**src/rtl/target_plot_extractor.sv**
```systemverilog
`default_nettype none
// ============================================================================
// target_plot_extractor: groups consecutive range-associated sweep hits into plots
// Option PLOT_CENTER_EN adds plot_bear_center.  Revision: 1.0
// ============================================================================
module target_plot_extractor #(
  parameter int MIN_SWEEPS = 3,
  parameter int RANGE_TOL  = 2,
  parameter int MISS_LIMIT = 2
) (
  input  logic        clk,
  input  logic        resset,
  input  logic [11:0] bear,
  input  logic [9:0]  range,
  input  logic        video,
  output logic        plot_valid,
  input  logic        plot_ready,
  output logic [11:0] plot_bear_start,
  output logic [11:0] plot_bear_end,
  output logic [9:0]  plot_range,
  output logic        plot_drop
`ifdef PLOT_CENTER_EN
  ,
  output logic [11:0] plot_bear_center
`endif
);

  localparam logic [7:0] C_MIN_SWEEPS = 8'(MIN_SWEEPS);
  localparam logic [7:0] C_MISS_LIMIT = 8'(MISS_LIMIT);
  localparam logic [9:0] C_RANGE_TOL  = 10'(RANGE_TOL);

  typedef enum logic [1:0] {
    IDLE   = 2'd0,
    TRACK  = 2'd1,
    REPORT = 2'd2
  } state_t;

  logic [11:0] bear_q, prev_bear_q;
  logic [9:0]  range_q;
  logic        video_q;
  logic        vld_q, prev_vld_q;

  state_t      state_q, state_d;
  logic        first_q, first_d;
  logic        hit_q, hit_d;
  logic [9:0]  hit_range_q, hit_range_d;
  logic [11:0] start_bear_q, start_bear_d;
  logic [11:0] last_bear_q, last_bear_d;
  logic [9:0]  ref_range_q, ref_range_d;
  logic [7:0]  hits_q, hits_d;
  logic [7:0]  miss_q, miss_d;
  logic        drop_q, drop_d;

  logic        w_sweep_end;
  logic        w_closing;
  logic [9:0]  w_diff;
  logic        w_in_tol;
  logic [7:0]  w_miss_inc;

  always_ff @(posedge clk or posedge resset) begin
    if (resset) begin
      bear_q      <= '0;
      prev_bear_q <= '0;
      range_q     <= '0;
      video_q     <= 1'b0;
      vld_q       <= 1'b0;
      prev_vld_q  <= 1'b0;
    end else begin
      bear_q      <= bear;
      prev_bear_q <= bear_q;
      range_q     <= range;
      video_q     <= video;
      vld_q       <= 1'b1;
      prev_vld_q  <= vld_q;
    end
  end

  // A bearing change is only meaningful once both compared samples are real.
  assign w_sweep_end = prev_vld_q && (bear_q != prev_bear_q);
  assign w_closing   = w_sweep_end && !first_q;
  assign w_diff      = (hit_range_q >= ref_range_q) ? (hit_range_q - ref_range_q)
                                                    : (ref_range_q - hit_range_q);
  assign w_in_tol    = (w_diff <= C_RANGE_TOL);
  assign w_miss_inc  = miss_q + 8'd1;

  always_comb begin
    state_d      = state_q;
    first_d      = first_q;
    hit_d        = hit_q;
    hit_range_d  = hit_range_q;
    start_bear_d = start_bear_q;
    last_bear_d  = last_bear_q;
    ref_range_d  = ref_range_q;
    hits_d       = hits_q;
    miss_d       = miss_q;
    drop_d       = 1'b0;

    // The sample on the sweep-end cycle already belongs to the new sweep.
    if (w_sweep_end) begin
      first_d     = 1'b0;
      hit_d       = video_q;
      hit_range_d = video_q ? range_q : '0;
    end else if (!hit_q && video_q) begin
      hit_d       = 1'b1;
      hit_range_d = range_q;
    end

    case (state_q)
      IDLE: begin
        if (w_closing && hit_q) begin
          state_d      = TRACK;
          start_bear_d = prev_bear_q;
          last_bear_d  = prev_bear_q;
          ref_range_d  = hit_range_q;
          hits_d       = 8'd1;
          miss_d       = 8'd0;
        end
      end
      TRACK: begin
        if (w_closing) begin
          if (hit_q && w_in_tol) begin
            last_bear_d = prev_bear_q;
            hits_d      = (hits_q == 8'hFF) ? hits_q : (hits_q + 8'd1);
            miss_d      = 8'd0;
          end else begin
            miss_d = w_miss_inc;
            if (w_miss_inc >= C_MISS_LIMIT) begin
              state_d = (hits_q >= C_MIN_SWEEPS) ? REPORT : IDLE;
            end
          end
        end
      end
      REPORT: begin
        if (plot_ready) begin
          state_d = IDLE;
        end
        // Hit sweeps closing while a plot is pending (or being accepted) are lost.
        if (w_closing && hit_q) begin
          drop_d = 1'b1;
        end
      end
      default: begin
        state_d = IDLE;
      end
    endcase
  end

  always_ff @(posedge clk or posedge resset) begin
    if (resset) begin
      state_q      <= IDLE;
      first_q      <= 1'b1;
      hit_q        <= 1'b0;
      hit_range_q  <= '0;
      start_bear_q <= '0;
      last_bear_q  <= '0;
      ref_range_q  <= '0;
      hits_q       <= '0;
      miss_q       <= '0;
      drop_q       <= 1'b0;
    end else begin
      state_q      <= state_d;
      first_q      <= first_d;
      hit_q        <= hit_d;
      hit_range_q  <= hit_range_d;
      start_bear_q <= start_bear_d;
      last_bear_q  <= last_bear_d;
      ref_range_q  <= ref_range_d;
      hits_q       <= hits_d;
      miss_q       <= miss_d;
      drop_q       <= drop_d;
    end
  end

  assign plot_valid      = (state_q == REPORT);
  assign plot_bear_start = start_bear_q;
  assign plot_bear_end   = last_bear_q;
  assign plot_range      = ref_range_q;
  assign plot_drop       = drop_q;

`ifdef PLOT_CENTER_EN
  logic [11:0] w_span;
  // Modulo-4096 span keeps the midpoint correct across the 4095->0 wrap.
  assign w_span           = last_bear_q - start_bear_q;
  assign plot_bear_center = start_bear_q + {1'b0, w_span[11:1]};
`endif

endmodule
`default_nettype wire
```
**config.mk**
```make
export PLATFORM = sky130hd
export DESIGN_NAME = target_plot_extractor
export DESIGN_NICKNAME = d
export VERILOG_FILES = /design/src/rtl/target_plot_extractor.sv
export SDC_FILE = /design/constraint.sdc
export NUM_CORES = 1
export LEC_CHECK = 0
export ABC_AREA = 1
export ABC_CLOCK_PERIOD_IN_PS = 5570
export CORE_AREA = 8 8 140 142
export DETAILED_ROUTE_END_ITERATION = 12
export DIE_AREA = 0 0 148 150
export GPL_TIMING_DRIVEN = 1
export PLACE_DENSITY = 0.47
export SLEW_MARGIN = 10
export SYNTH_ARGS = -nofsm -noshare
export SYNTH_HDL_FRONTEND = slang
export SYNTH_SLANG_ARGS = --single-unit
```
**constraint.sdc**
```tcl
create_clock -name clk -period 5.57 [get_ports clk]
set_clock_uncertainty 0.05 [all_clocks]
set_input_delay 1.114 -clock clk [delete_from_list [all_inputs] [get_ports clk]]
set_output_delay 1.114 -clock clk [all_outputs]
set_load 0.05 [all_outputs]
```
==> results.py, run 1 <==
metrics = {
    "clocking": {
        "cts_made_buffers": 9,
        "insertion_delay_ns": 0.33,
        "cts_tree": "done",
        "ctsHtreeMaxLevel": 3,
        "path_clk_slew_ns": 0.07,
        "clockBufferDepth": 2,
        "cts_setup_buffers": 0,
        "cts-resized-gates": 0,
        "root_buffer": "clkbuf_16",
        "clock-sinks": 102,
        "hold_buffers": 0,
    },
    "sta": {
        "min_period_ns": 2.99,
        "rsz0062_at_grt": "no",
        "clock.fmax_mhz": 334,
        "post-route-period-util_pct": 53.8,
        "slew_headroom_pct": 39.3,
        "finalHoldViolCount": 0,
        "setup_violations": 0,
        "fin_worst_hold_slack_ns": 0.295,
        "fin_tns_setup_ns": 0,
        "worst_pin_slew_ns": 0.910,
        "finalMaxSlewViolations": 0,
    },
    "yosys": {
        "synthMostInstantiatedCell": "nand2_1",
        "synth_top_area_share_pct": 49.2,
        "synthXorXnorAreaFrac_pct": 3.92,
        "yosys_warnings": 0,
        "yosysTopAreaCell": "dfrtp_1",
        "synthMuxAreaShare_pct": 0,
        "synth_fa_ha_area_share_pct": 6.13,
        "syn_avg_cell_area_sq_um": 8.36,
        "syn_inst": 615,
        "syn-num-nets": 665,
        "synth_top_family_by_area": "simple AND/OR/NAND/NOR gates",
        "synth-async-reset-ratio_pct": 100,
        "synth_edf_count": 0,
        "seq_area_frac_synth_pct": 49.7,
        "synth.distinct_cells": 36,
        "synthTopCellsByCount": "nand2_1, dfrtp_1, inv_1, nand3_1, nor2_1",
        "synthFlopType": "dfrtp_1",
        "yosys.area_share.simple_pct": 28.5,
        "synth_compound_area_share_pct": 4.55,
        "ys_ff_latch": 102,
        "ys_top_cells_by_area": "dfrtp_1, nand2_1, ha_1, nand3_1, inv_1",
        "syn_area_sq_mm": 0.00514,
    },
    "cells_and_area": {
        "stdcell_count": 909,
        "n_antenna_cell": 0,
        "drive_gt1_share_pct": 6.76,
        "regArea_sq_mm": 0.00255,
        "fin_area_sq_mm": 0.00629,
        "fill_cells": 1834,
        "area.growth.synth_to_final_pct": 22.3,
        "layout.nets": 725,
        "multi_input_area_sq_mm": 0.00222,
    },
    "power_and_ir_drop": {
        "leakage_uw": 0.00308,
        "worst_ir_drop_vdd_mv": 0.343,
        "cellPowerDensity_mw_per_mm2": 563,
        "p_total_uw": 3540,
    },
    "worst_setup_path": {
        "path_max_fanout": 7,
        "r2r_setup_slack_ns": 2.82,
        "worstRegToRegCells": 19,
        "start_kind": "flop",
        "cp.required_ns": 4.41,
        "cp.arrival_ns": 1.83,
        "worst_setup_path_end_kind": "primary output",
        "cp-startpoint": "state_q[0]",
        "path_class": "reg2out",
        "r2r-end": "hits_q[2]",
        "worstReg2RegStart": "plot_range[0]",
        "crit_end": "plot_valid",
    },
    "floorplanning": {
        "die-area_sq_mm": 0.0222,
        "die_y_um": 150,
        "core_area_sq_mm": 0.0175,
        "start_util_pct": 29.3,
        "rows": 49,
        "dieWidth_um": 148,
        "ios": 62,
    },
    "placement": {
        "dpl_cell_area_sq_mm": 0.00596,
        "io_buffers": 61,
        "hpwl_um": 9210,
        "dpl.cell_count": 893,
        "gp_congestion": 0.819,
    },
    "route": {
        "routed-via-count": 3977,
        "via_per_inst": 4.38,
        "postRouteAntennaNets": 0,
        "routed_wl_um": 12100,
        "drtIter0Drc": 240,
        "firstDrtPassIters": 4,
        "wl_per_cell_um": 13.3,
        "drc": 0,
    },
    "global_route": {
        "grt_usage_pct": 11.6,
        "globalRouteOverflowTotal": 0,
        "grt_pass1_wl_um": 20800,
        "grt_start_max_net_pins": 76,
        "grt_pass1_vias": 4200,
        "antenna_found_initial": 0,
    },
    "status": {
        "outcome": "complete, no violations",
    },
    "run": {
        "cap_violations": 0,
    },
    "min_path": {
        "hp-class": "reg2reg",
        "hp-start": "vld_q",
    },
}
## worst min-delay path by stage
stage | slack [ns] | cells past startpoint | to
after floorplan | 0.28 | 0 | prev_vld_q
after global placement | 0.29 | 0 | prev_vld_q
after detailed placement | 0.29 | 0 | prev_vld_q
after CTS | 0.30 | 0 | prev_vld_q
after global routing | 0.31 | 0 | prev_vld_q
final | 0.30 | 0 | prev_vld_q
## per-layer routing
| metal | up-vias | wire (um) | share of wire, % | track usage, % |
|---|---|---|---|---|
| li1 | 2042 | - | - | - |
| met2 | 68 | 5700 | 47 | 19.0 |
| met1 | 1861 | 5780 | 48 | 15.1 |
| met5 | - | 0 | 0 | 0 |
| met3 | 6 | 522 | 4.3 | 2.75 |
| met4 | 0 | 85 | 0.70 | 3.21 |
## report_power, final
part           internal, uW  leakage [uW]  switching, uW
Clock                   404      0.000154            263
Combinational           586       0.00166           1230
Sequential              902       0.00127            155
## cells in the final DEF, fill, tap and decap left out, types with 8 or more instances in the layout
cell | synthesis | final
nor2_1 | 29 | 29
nor3_1 | 8 | 8
clkdlybuf4s50_1 | 0 | 61
xor2_1 | 14 | 14
nand2_2 | 13 | 13
a21oi_1 | 9 | 9
ha_1 | 22 | 22
inv_1 | 73 | 72
clkbuf_16 | 0 | 9
o21ai_0 | 27 | 27
nand2_1 | 203 | 203
nand3_1 | 55 | 55
xnor2_1 | 9 | 9
nand4_1 | 8 | 8
dfrtp_1 | 101 | 101
## critical path: stages, from the launching register on
cell and delay, ns:
dfrtp_1 0.47, nor2_1 0.20, clkdlybuf4s50_1 0.83
## cells by family after synthesis
group,after synthesis
compound gates,44
xor+xnor,23
fa+ha+maj,24
buf+inv,87
flops,102
other cells,1
simple gates,334
## area by class of cell
cell class                 instances  area share, %
timing repair buffer              63           9.95
inverter                          73           4.40
multi-input combinational        426           35.3
sequential                       102           40.6
clock buffer                      10           3.80
clock inverter                     6           1.35
tap                              229           4.56
## flip-flops by register name, indices dropped and copies added (netlist names)
signal           count
prev_vld_q           1
plot_drop            1
first_q              1
miss_q               8
video_q              1
hits_q               8
plot_bear_end       12
bear_q              12
state_q              2
hit_q                1
range_q             10
hit_range_q         10
plot_range          10
prev_bear_q         12
plot_bear_start     12
vld_q                1
## metrics by stage
stage                     util [%]  worst slack [ns]
after floorplan                  -              1.73
after global placement        34.0              2.84
after detailed placement      34.0              2.79
after CTS                     35.8              2.54
after global routing          35.8              2.46
final                         35.8              2.58
(Power assumes the default switching activity.)
==> inputs of run 2 (changes only) <==
ABC_CLOCK_PERIOD_IN_PS = 2970   (was 5570)
clock period = 2.97 ns   (was 5.57 ns; I/O delays follow)
==> results.py, run 2 (same netlist as run 1, synthesis figures left out) <==
metrics = {
    "power_and_ir_drop": {
        "swShare_pct": 47.1,
        "combPwrFrac_pct": 52.0,
        "p_int_uw": 3520,
        "cellPowerDensity_mw_per_mm2": 1050,
        "power_frac_seq_pct": 29.6,
        "worst_ir_drop_vdd_mv": 0.605,
        "leakage_uw": 0.00309,
        "p_clk_share_pct": 18.4,
        "p_sw_uw": 3130,
    },
    "run": {
        "cap_violations": 0,
    },
    "worst_setup_path": {
        "path_max_fanout": 13,
        "worstReg2RegStart": "plot_range[0]",
        "cp.arrival_ns": 2.93,
        "r2r_setup_slack_ns": 0.22,
        "r2r-end": "plot_bear_end[3]",
        "cp.required_ns": 3.16,
        "cpLargestDelayFamily": "simple AND/OR/NAND/NOR gates",
        "start_kind": "flop",
        "worstRegToRegCells": 19,
        "crit_end": "plot_bear_end[3]",
        "path_common_cell": "nand2_1",
        "cp_cell_sequence": "inv_1, ha_1, fa_1, inv_1, nand3_1, nand2_1, nand2_1, nand2_1, nand2_1, nand2_1, nand3_1, nor2_1, nand2_1, nand2_2, nand2_4, nand2_4, nand2_4, nand2_1, nand2_1",
        "path_class": "reg2reg",
        "worst_setup_path_end_kind": "flop",
        "cp_num_cells": 19,
        "cp-startpoint": "plot_range[0]",
        "worst_path_largest_cell_delay_ns": 0.41,
        "crit_slowest_cell": "fa_1",
        "cp_num_buf_inv": 2,
    },
    "sta": {
        "clock.fmax_mhz": 364,
        "min_period_ns": 2.75,
        "slew_headroom_pct": 44.1,
        "worst_pin_slew_ns": 0.833,
        "rsz0062_at_grt": "no",
        "setup_violations": 0,
        "fin_tns_setup_ns": 0,
        "finalMaxSlewViolations": 0,
        "post-route-period-util_pct": 92.4,
        "finalHoldViolCount": 0,
        "fin_ws_ns": 0.225,
    },
    "clocking": {
        "root_buffer": "clkbuf_16",
        "path_clk_slew_ns": 0.07,
        "insertion_delay_ns": 0.35,
        "cts_tree": "done",
        "cts_setup_buffers": 0,
        "clockBufferDepth": 2,
        "ctsHtreeMaxLevel": 3,
        "clock-sinks": 102,
        "cts_made_buffers": 9,
    },
    "route": {
        "firstDrtPassIters": 5,
        "postRouteAntennaNets": 0,
        "drtIter0Drc": 273,
        "drc": 0,
        "wl_per_cell_um": 13.9,
        "routed-via-count": 4079,
        "routed_wl_um": 12700,
        "via_per_inst": 4.47,
    },
    "placement": {
        "dpl.cell_count": 896,
        "gp_congestion": 0.892,
        "dp_slack_ns": 0.241,
        "io_buffers": 61,
        "hpwl_um": 9710,
    },
    "floorplanning": {
        "core_area_sq_mm": 0.0175,
        "ios": 62,
        "dieWidth_um": 148,
        "die_y_um": 150,
        "start_util_pct": 29.3,
        "rows": 49,
        "die-area_sq_mm": 0.0222,
    },
    "global_route": {
        "globalRouteOverflowTotal": 0,
        "grt_pass1_wl_um": 21500,
        "grt_start_max_net_pins": 90,
        "grt_pass1_vias": 4268,
        "antenna_found_initial": 0,
        "grt_usage_pct": 12.2,
    },
    "cells_and_area": {
        "layout_commonest_cell": "nand2_1",
        "drive_gt1_share_pct": 7.03,
        "layout.nets": 728,
        "mostFrequentLayoutCells": "nand2_1, dfrtp_1, inv_1",
        "area.growth.synth_to_final_pct": 22.8,
        "fill_cells": 1842,
        "multi_input_area_sq_mm": 0.00222,
        "stdcell_count": 912,
        "regArea_sq_mm": 0.00255,
        "n_antenna_cell": 0,
        "post-route-util_pct": 36.0,
    },
    "min_path": {
        "hp-class": "reg2reg",
        "hp-start": "vld_q",
        "whs_path_depth": 0,
    },
    "status": {
        "outcome": "complete, no violations",
    },
}
run 2: cell count changes in the layout (fill, tap and decap cells not counted):
cell / previous run / this run
buf_4: 2 / 4
clkinv_2: 2 / 0
clkinv_4: 0 / 2
buf_12: 0 / 1
bufinv_16: 2 / 1
clkbuf_1: 0 / 1
clkbuf_8: 1 / 2
inv_4: 1 / 0
nand2_2: 13 / 12
nand2_4: 3 / 4
run 2: what timing repair did:
item                       CTS  global route
hold buffers                 0             0
setup endpoints to repair    0             8
gates resized for setup      0             1
run 2: cell type report:
cell class,count,area share [%]
multi-input combinational,426,35.2
clock buffer,12,4.06
sequential,102,40.4
tap,229,4.54
inverter,73,4.40
timing repair buffer,66,10.5
clock inverter,4,0.872
run 2: metal layers:
metal	global-route usage, %	share of wire, %
met4	4.69	2.2
met1	15.2	46
met3	2.93	4.5
met2	20.1	48
met5	0	0
run 2: per-stage QoR:
stage	cell area (sq um)	hold slack [ns]	total power [uW]
floorplan	5140	0.281	4450
global placement	6000	0.285	5450
detailed placement	6000	0.300	5460
CTS	6310	0.316	6720
global route	6310	0.322	7170
finish	6310	0.311	6640
run 2: worst register-to-register path, stage by stage, from the launching register on:
cell,delay (ns)
dfrtp_1,0.39
inv_1,0.06
ha_1,0.22
fa_1,0.41
inv_1,0.11
nand3_1,0.07
nand2_1,0.12
nand2_1,0.11
nand2_1,0.08
nand2_1,0.05
nand2_1,0.07
nand3_1,0.08
nor2_1,0.09
nand2_1,0.07
nand2_2,0.10
nand2_4,0.08
nand2_4,0.16
nand2_4,0.17
nand2_1,0.09
nand2_1,0.05
run 2: worst min path at each step:
stage | endpoint | slack, ns
5_1_grt | prev_vld_q | 0.32
6_report | prev_vld_q | 0.31
3_3_place_gp | prev_vld_q | 0.28
4_1_cts | prev_vld_q | 0.32
3_5_place_dp | prev_vld_q | 0.30
2_1_floorplan | prev_vld_q | 0.28
run 2: power groups by stage:
stage	sequential, uW	clock [uW]	combinational, uW
CTS	1970	1260	3480
detailed placement	1990	0	3470
finish	1970	1220	3450
global placement	2000	0	3450
global route	2020	1310	3840
floorplan	2700	0	1750
==> inputs of run 3 (changes only) <==
ABC_CLOCK_PERIOD_IN_PS = 3100   (was 2970)
GPL_TIMING_DRIVEN = unset   (was 1)
PLACE_DENSITY = 0.45   (was 0.47)
clock period = 3.1 ns   (was 2.97 ns; I/O delays follow)
==> results.py, run 3 (same netlist as run 1, synthesis figures left out) <==
metrics = {
    "clocking": {
        "insertion_delay_ns": 0.35,
        "cts_setup_buffers": 0,
        "cts_tree": "done",
        "root_buffer": "clkbuf_16",
        "hold_buffers": 0,
        "clock-sinks": 102,
        "ctsHtreeMaxLevel": 3,
        "clockBufferDepth": 2,
        "path_clk_slew_ns": 0.07,
        "cts_made_buffers": 9,
        "cts-resized-gates": 0,
    },
    "power_and_ir_drop": {
        "p_total_uw": 6380,
        "worst_ir_drop_vdd_mv": 0.627,
        "cellPowerDensity_mw_per_mm2": 1010,
        "leakage_uw": 0.00310,
    },
    "status": {
        "outcome": "complete, no violations",
    },
    "floorplanning": {
        "dieWidth_um": 148,
        "die-area_sq_mm": 0.0222,
        "start_util_pct": 29.3,
        "core_area_sq_mm": 0.0175,
        "ios": 62,
        "rows": 49,
        "die_y_um": 150,
    },
    "worst_setup_path": {
        "r2r_setup_slack_ns": 0.40,
        "crit_end": "plot_bear_end[9]",
        "path_max_fanout": 13,
        "worst_setup_path_end_kind": "flop",
        "worstReg2RegStart": "plot_range[0]",
        "worstRegToRegCells": 19,
        "r2r-end": "plot_bear_end[9]",
        "cp-startpoint": "plot_range[0]",
        "cp.required_ns": 3.28,
        "start_kind": "flop",
        "worst_path_largest_cell_delay_ns": 0.41,
        "cp_cell_sequence": "inv_1, ha_1, fa_1, inv_1, nand3_1, nand2_1, nand2_1, nand2_1, nand2_1, nand2_1, nand3_1, nor2_1, nand2_1, nand2_2, nand2_4, nand2_4, nand2_4, nand2_1, nand2_1",
        "path_class": "reg2reg",
        "crit_slowest_cell": "fa_1",
        "path_common_cell": "nand2_1",
        "cp.arrival_ns": 2.89,
    },
    "route": {
        "postRouteAntennaNets": 0,
        "drtIter0Drc": 237,
        "wl_per_cell_um": 13.5,
        "firstDrtPassIters": 4,
        "drc": 0,
        "via_per_inst": 4.41,
        "routed-via-count": 4028,
        "routed_wl_um": 12400,
    },
    "cells_and_area": {
        "n_antenna_cell": 0,
        "area.growth.synth_to_final_pct": 23.2,
        "fin_area_sq_mm": 0.00634,
        "drive_gt1_share_pct": 7.15,
        "layout.nets": 731,
        "layout_commonest_cell": "nand2_1",
        "fill_cells": 1839,
        "mostFrequentLayoutCells": "nand2_1, dfrtp_1, inv_1",
    },
    "sta": {
        "fin_tns_setup_ns": 0,
        "post-route-period-util_pct": 87.2,
        "setup_violations": 0,
        "rsz0062_at_grt": "no",
        "slew_headroom_pct": 48.4,
        "min_period_ns": 2.70,
        "fin_worst_hold_slack_ns": 0.298,
        "clock.fmax_mhz": 370,
        "worst_pin_slew_ns": 0.769,
        "finalHoldViolCount": 0,
        "finalMaxSlewViolations": 0,
    },
    "placement": {
        "hpwl_um": 9560,
        "dpl_cell_area_sq_mm": 0.00602,
        "gp_congestion": 0.828,
        "io_buffers": 61,
    },
    "global_route": {
        "grt_pass1_vias": 4355,
        "grt_start_max_net_pins": 41,
        "globalRouteOverflowTotal": 0,
        "grt_pass1_wl_um": 21400,
        "grt_usage_pct": 12.1,
        "antenna_found_initial": 0,
    },
    "min_path": {
        "hp-class": "reg2reg",
    },
    "run": {
        "cap_violations": 0,
    },
}
-- run 3: cell types whose count changed in the layout (fill, tap and decap cells not counted), sizes merged --
cell	before	now
clkinv	2	1
clkinvlp	2	1
buf	5	8
bufinv	1	2
-- run 3: how the worst min path moves through the flow --
stage | endpoint | slack, ns | depth (start not counted) | start
CTS | prev_vld_q | 0.30 | 0 | vld_q
finish | prev_vld_q | 0.30 | 0 | vld_q
floorplan | prev_vld_q | 0.28 | 0 | vld_q
global placement | prev_vld_q | 0.30 | 0 | vld_q
global route | prev_vld_q | 0.31 | 0 | vld_q
detailed placement | prev_vld_q | 0.29 | 0 | vld_q
-- run 3: power breakdown --
part	internal, uW	total (uW)	leakage, uW	switching (uW)
logic	1080	3280	0.00168	2200
registers	1620	1900	0.00127	274
clock network	727	1210	0.000153	479
-- run 3: final cells by class --
type | instances | area, sq um | share of cell area (%)
Clock inverter | 3 | 68.8 | 1.09
Tap cell | 229 | 287 | 4.52
Inverter | 73 | 278 | 4.38
Multi-Input combinational cell | 426 | 2220 | 35.0
Clock buffer | 12 | 246 | 3.89
Sequential cell | 102 | 2550 | 40.3
Timing Repair Buffer | 69 | 683 | 10.8
-- run 3: critical path, delay by kind of cell, from the launching register on --
kind                     cells  cell delay [ns]
adder cells (fa/ha/maj)      2             0.64
flip-flops                   1             0.39
AND/OR/NAND/NOR             15             1.31
buffers and inverters        2             0.16
-- run 3: per-layer routing --
layer	routed length, um	vias up	track usage [%]
li1	-	2047	-
met1	5880	1896	15.3
met2	5780	67	19.5
met3	429	18	2.51
met4	272	0	5.56
met5	0	-	0
-- run 3: metrics by stage --
| step | utilization (%) | setup WS (ns) | instances |
|---|---|---|---|
| after detailed placement | 34.3 | 0.418 | 899 |
| final | 36.1 | 0.397 | 914 |
| after global placement | 34.3 | 0.407 | 899 |
| after CTS | 36.1 | 0.400 | 914 |
| after floorplan | - | 0.461 | 615 |
| after global routing | 36.1 | 0.118 | 914 |
